<file path="src/rtl/sysid_regs.sv">
// System ID / timestamp / scratch register block with a pipelined read path.
// Optional 64-bit uptime counter with HI snapshot and CTRL clear: define SYSID_UPTIME_EN.
module sysid_regs #(
   parameter logic [31:0] ID_VALUE        = 32'h0000_0000,
   parameter logic [31:0] TIMESTAMP_VALUE = 32'h0000_0000,
   parameter int unsigned READ_LATENCY    = 1,
   parameter int unsigned NUM_SCRATCH     = 2,
   parameter logic [31:0] SCRATCH_INIT    = 32'h0000_0000
) (
   input  logic        clock,
   input  logic        reset_n,
   input  logic [2:0]  address,
   input  logic        read,
   input  logic        write,
   input  logic [31:0] writedata,
   output logic [31:0] readdata,
   output logic        readdatavalid,
   output logic        waitrequest
);

   if (READ_LATENCY < 1 || READ_LATENCY > 4) begin : g_bad_latency
      $error("sysid_regs: READ_LATENCY must be in 1..4");
   end
   if (NUM_SCRATCH < 1 || NUM_SCRATCH > 4) begin : g_bad_scratch
      $error("sysid_regs: NUM_SCRATCH must be in 1..4");
   end

   localparam logic [2:0] ADDR_ID    = 3'd0;
   localparam logic [2:0] ADDR_TS    = 3'd1;
   localparam logic [2:0] ADDR_UP_LO = 3'd2;
   localparam logic [2:0] ADDR_UP_HI = 3'd3;
   localparam logic [2:0] ADDR_CTRL  = 3'd7;

   logic        rd_accept;
   logic [31:0] rd_mux;
   logic [31:0] scratch [NUM_SCRATCH];

   assign rd_accept   = read & ~write;
   assign waitrequest = 1'b0;

`ifdef SYSID_UPTIME_EN
   logic [63:0] uptime;
   logic [63:0] uptime_nxt;
   logic [31:0] uptime_hi_snap;
   logic        ctrl_clear;

   assign ctrl_clear = write && (address == ADDR_CTRL) && writedata[0];
   assign uptime_nxt = ctrl_clear ? '0 : uptime + 64'd1;

   // Address 2 returns the count as it stands after the accepting edge, so a
   // read directly following a clear sees 1; the snapshot is taken from the same value.
   always_ff @(posedge clock or negedge reset_n) begin
      if (!reset_n) begin
         uptime         <= '0;
         uptime_hi_snap <= '0;
      end else begin
         uptime <= uptime_nxt;
         if (rd_accept && address == ADDR_UP_LO)
            uptime_hi_snap <= uptime_nxt[63:32];
      end
   end
`endif

   // Address 7 always belongs to CTRL, so with NUM_SCRATCH=4 the last scratch is unreachable.
   always_ff @(posedge clock or negedge reset_n) begin
      if (!reset_n) begin
         for (int unsigned i = 0; i < NUM_SCRATCH; i++)
            scratch[i] <= SCRATCH_INIT;
      end else begin
         for (int unsigned i = 0; i < NUM_SCRATCH; i++)
            if (write && address != ADDR_CTRL && address == 3'(4 + i))
               scratch[i] <= writedata;
      end
   end

   always_comb begin
      rd_mux = '0;
      case (address)
         ADDR_ID:    rd_mux = ID_VALUE;
         ADDR_TS:    rd_mux = TIMESTAMP_VALUE;
`ifdef SYSID_UPTIME_EN
         ADDR_UP_LO: rd_mux = uptime_nxt[31:0];
         ADDR_UP_HI: rd_mux = uptime_hi_snap;
         ADDR_CTRL:  rd_mux = 32'd1;
`endif
         default: begin
            for (int unsigned i = 0; i < NUM_SCRATCH; i++)
               if (address != ADDR_CTRL && address == 3'(4 + i))
                  rd_mux = scratch[i];
         end
      endcase
   end

   logic [READ_LATENCY-1:0] vld_pipe;
   logic [31:0]             dat_pipe [READ_LATENCY];

   // Stage 0 is loaded at the accepting edge; data is zeroed whenever its valid bit is clear.
   always_ff @(posedge clock or negedge reset_n) begin
      if (!reset_n) begin
         vld_pipe <= '0;
         for (int unsigned i = 0; i < READ_LATENCY; i++)
            dat_pipe[i] <= '0;
      end else begin
         vld_pipe[0] <= rd_accept;
         dat_pipe[0] <= rd_accept ? rd_mux : '0;
         for (int unsigned i = 1; i < READ_LATENCY; i++) begin
            vld_pipe[i] <= vld_pipe[i-1];
            dat_pipe[i] <= dat_pipe[i-1];
         end
      end
   end

   assign readdata      = dat_pipe[READ_LATENCY-1];
   assign readdatavalid = vld_pipe[READ_LATENCY-1];

endmodule

</file>
<file path="config.mk">
export PLATFORM = sky130hd
export DESIGN_NAME = sysid_regs
export DESIGN_NICKNAME = d
export VERILOG_FILES = /design/src/rtl/sysid_regs.sv
export SDC_FILE = /design/constraint.sdc
export NUM_CORES = 1
export LEC_CHECK = 0
export ABC_CLOCK_PERIOD_IN_PS = 800
export CAP_MARGIN = 10
export CORE_ASPECT_RATIO = 1.25
export CORE_MARGIN = 4
export CORE_UTILIZATION = 47
export CTS_CLUSTER_DIAMETER = 80
export DETAILED_ROUTE_END_ITERATION = 8
export PLACE_DENSITY = 0.79
export SLEW_MARGIN = 20
export SYNTH_ARGS = -nofsm -noshare
export SYNTH_HDL_FRONTEND = slang
export SYNTH_SLANG_ARGS = --single-unit
</file>
<file path="constraint.sdc">
create_clock -name clock -period 0.8 [get_ports clock]
set_input_delay 0.24 -clock clock [delete_from_list [all_inputs] [get_ports clock]]
set_output_delay 0.24 -clock clock [all_outputs]
set_load 0.05 [all_outputs]
</file>
* Word-level counts from Yosys, hierarchy flattened *
Index checks and enable logic that the tools add are counted.

storage, ports and cells
  input port bits = 39
  flip-flop bits (word level) = 97
  output and inout bits = 34

cells by class
  bitwise gates (word level) = 2
  equal/unequal tests = 4
  reduce and logical (&&, ||, !) cells = 7
  mux-type cells = 4

operators with widths
  kind                number
  $mux 32             4
  $eq 3x3->1 const B  2
  $logic_and 1x1->1   5
  $eq 3x1->1 const B  1
  $logic_not 3->1     1
  $ne 3x3->1 const B  1
  $reduce_or 2->1     1
  $and 1x1->1         1
  $not 1->1           1

* Longest topological paths before layout *
  depth after elaboration = 6
  gate-level depth with buffers = 5
  gate-level depth less buffers = 2

* Worst setup path after synthesis *
OpenSTA, ideal clock, no wires.

  kind = input to register
  from = input port address[0]
  to = register scratch[33] in the netlist's numbering
  path slack = -0.566 ns
  data arrival time = 1.239 ns
  required time = 0.673 ns
  cell stages on the path = 5
  library setup time = 0.127 ns
  path through = buf_6 nor4bb_1 buf_4 buf_12 mux2_1

between the ends
  word-level cells in the longest chain between the ends = 3
  elaborated cells between the ends (all ways) = 4
  those cells by class = eq/ne (2); reduce/logical (2)

ends and longest elaborated chain
  element                         line  text
  start: declaration              12    input logic [2:0] address,
  $ne 3x3->1                      71    if (write && address != ADDR_CTRL && address == 3'(4 + i))
  $logic_and 1x1->1               71
  $logic_and 1x1->1 (*)           71
  end signal: indexed assignment  72    scratch[i] <= writedata;
  end: declaration                36    logic [31:0] scratch [NUM_SCRATCH];

Every way passes the cells marked *; elsewhere a longest branch is shown, timed or not.
A chain may end at the register's enable or synchronous reset.

* Worst setup path after layout *
  from = register dat_pipe (netlist bit readdata[0])
  to = output port readdata[0]

RTL lines
  element                           line  text
  start: declaration                95    logic [31:0] dat_pipe [READ_LATENCY];
  start signal: indexed assignment  108   dat_pipe[i] <= dat_pipe[i-1];
  end: declaration                  16    output logic [31:0] readdata,

No word-level cell between the ends.

==> flow_summary.toml <==
[sta]
rsz0062_at_grt = "true"
setup_viol = 104
drv_slew = 0
worst_clock_skew_ps = 4.76
fin_crit_sh = 1.50
finalCriticalPeriod_ps = 1200
tns_ps = -28510
clock.fmax_mhz = 833
finalHoldViolCount = 0
fin_ws_ps = -400

[setup_path]
critPathMaxStageDelay_ps = 440
endpoint_kind = "primary output"
cp_slowest_cell = "dfrtp_2"
crit_fanout = 1
cp.depth = 1
critical_path_class = "flip-flop to primary output"
setup.worst_path.start = "readdata[0]"
worst-path-buf-inv = 1
cp-endpoint = "readdata[0]"
r2r_end = "scratch[63]"
crit_required_ps = 560
cp_top_family = "flip-flops"
cp-start-kind = "flip-flop"
cp_cell_sequence = "buf_12"
ff2ff_setup_slack_ps = -30
crit_arrival_ps = 960
timing.rr.start = "scratch[63]"
reg2regPathDepth = 1

[global_routing]
first_global_vias = 2609
gr-total-overflow = 0
grt_max_degree = 25
grt_pass1_wl_microns = 14500
grtUsageTotal = 0.209
antenna_found_initial = 0

[placement]
routabilityCongestion = 0.780
place_ws_ps = -1130
io_buffers = 71
dpl_cell_area_sq_mm = 0.00528
dp.final_hpwl_microns = 5260

[final_layout]
final_cell_mix = "64 x mux2_4, 64 x dfrtp_1, 48 x buf_12"
fin_util = 0.772
area_growth_pct = 60.0
design_area_sq_mm = 0.00602
drive_gt1_frac = 0.594
n_fill_cell = 419
finish.net_count = 384
n_antenna_cell = 0

[yosys]
synth_edf_count = 0
ys_ff_latch = 97
syn_nets = 285
syn-cell-area_sq_mm = 0.00376
synthTopCellsByArea = "dfrtp_1 65%, mux2_1 13%, mux2i_1 8.5%, mux2_2 5.7%, nor2_1 3.2%"
ys_dominant_reg_cell = "dfrtp_1"
ys_types = 15
async_flop_share = 1.00
postSynthAreaPerCell_sq_um = 15.3
ys_warn_count = 0
syn_inst = 246
netlist.area_leader.share = 0.646
yosys.area.top_type = "dfrtp_1"
ys_seq_area_frac = 0.646

[power]
leakage_uw = 0.00275
power_uw = 11900
vdd_drop_max_mv = 1.38
p_per_area_mw_per_mm2 = 1980

[floorplan]
die-area_sq_mm = 0.00950
die_w_microns = 88
io-pin-count = 73
core_area_sq_mm = 0.00779
fp.dieH_microns = 108
start_util = 0.482
fp-row-count = 36

[route]
wl_per_cell_microns = 21.4
viasPerCell = 5.19
initialDrtViolationCount = 124
drc_errors = 0
drt_pass1_iterations = 4
routed_wirelength_microns = 9510
ant_nets = 0
vias = 2311

[hold_path]
hold_path_class = "input port to flip-flop"
hp-start = "write"
hold_depth = 2

[run]
maxCapViolCount = 0

[status]
status = "finished with violations"
violations = "negative setup slack"

[clock_network]
cts.sinks = 97
insertion_delay_ps = 360
cts_buffer_depth = 2
clkTransAtPathRegs_ps = 90
cts-root-buf = "clkbuf_8"
cts_buffers = 9
tritoncts = "yes"
htreeDepth = 3
==> sequential cells by signal (all words and copies together) (netlist names) <==
register       count
readdata          32
readdatavalid      1
scratch           64
==> layout make-up <==
cell class,instances,area [sq um],area share
timing repair buffer,104,1640,0.272
multi-input combinational,133,1620,0.269
sequential,97,2470,0.410
clock buffer,14,163,0.0270
clock inverter,2,13.8,0.00229
tap,95,119,0.0198
==> stage by stage <==
| step | cells | hold slack [ps] |
|---|---|---|
| final | 445 | 76.0 |
| after global routing | 445 | 85.6 |
| after CTS | 446 | 60.4 |
| after detailed placement | 413 | 155 |
| after global placement | 413 | 154 |
| after floorplan | 246 | -55.6 |
==> kinds of logic after synthesis <==
logic type    share of synthesized area
buf+inv                          0.0349
flops                             0.646
mux                               0.277
other cells                    0.000997
simple gates                     0.0416
==> where the power goes <==
group / switching, uW / internal (uW)
registers: 560 / 5670
logic: 974 / 1730
clock network: 1640 / 1310
==> Yosys cell counts, types with 2 or more instances <==
| library cell | instances |
|---|---|
| clkbuf_1 | 4 |
| mux2_2 | 19 |
| mux2_1 | 45 |
| buf_2 | 6 |
| mux2i_1 | 32 |
| dfrtp_1 | 97 |
| nor2_1 | 32 |
| buf_12 | 3 |
| buf_4 | 2 |
==> timing repair <==
item | CTS | global route
resized for setup | 53 | 46
gates cloned | 9 | 1
setup buffers | 8 | 1
hold endpoints to repair | 10 | 0
hold buffers | 1 | 0
endpoints found under the setup margin | 129 | 134
pin swaps | 2 | 5
==> metal layers <==
layer / up-vias / part of all wire / GRT usage
met1: 1194 / 0.43 / 0.292
met5: - / 0 / 0
li1: 1032 / - / -
met4: 0 / 0.013 / 0.0943
met3: 13 / 0.051 / 0.0366
met2: 72 / 0.50 / 0.319
==> how the worst min path moves through the flow <==
stage                    end
2_1_floorplan    readdata[0]
3_3_place_gp     readdata[4]
3_5_place_dp     readdata[3]
4_1_cts        readdatavalid
5_1_grt        readdatavalid
6_report       readdatavalid
Power figures use the tool's default switching activity.
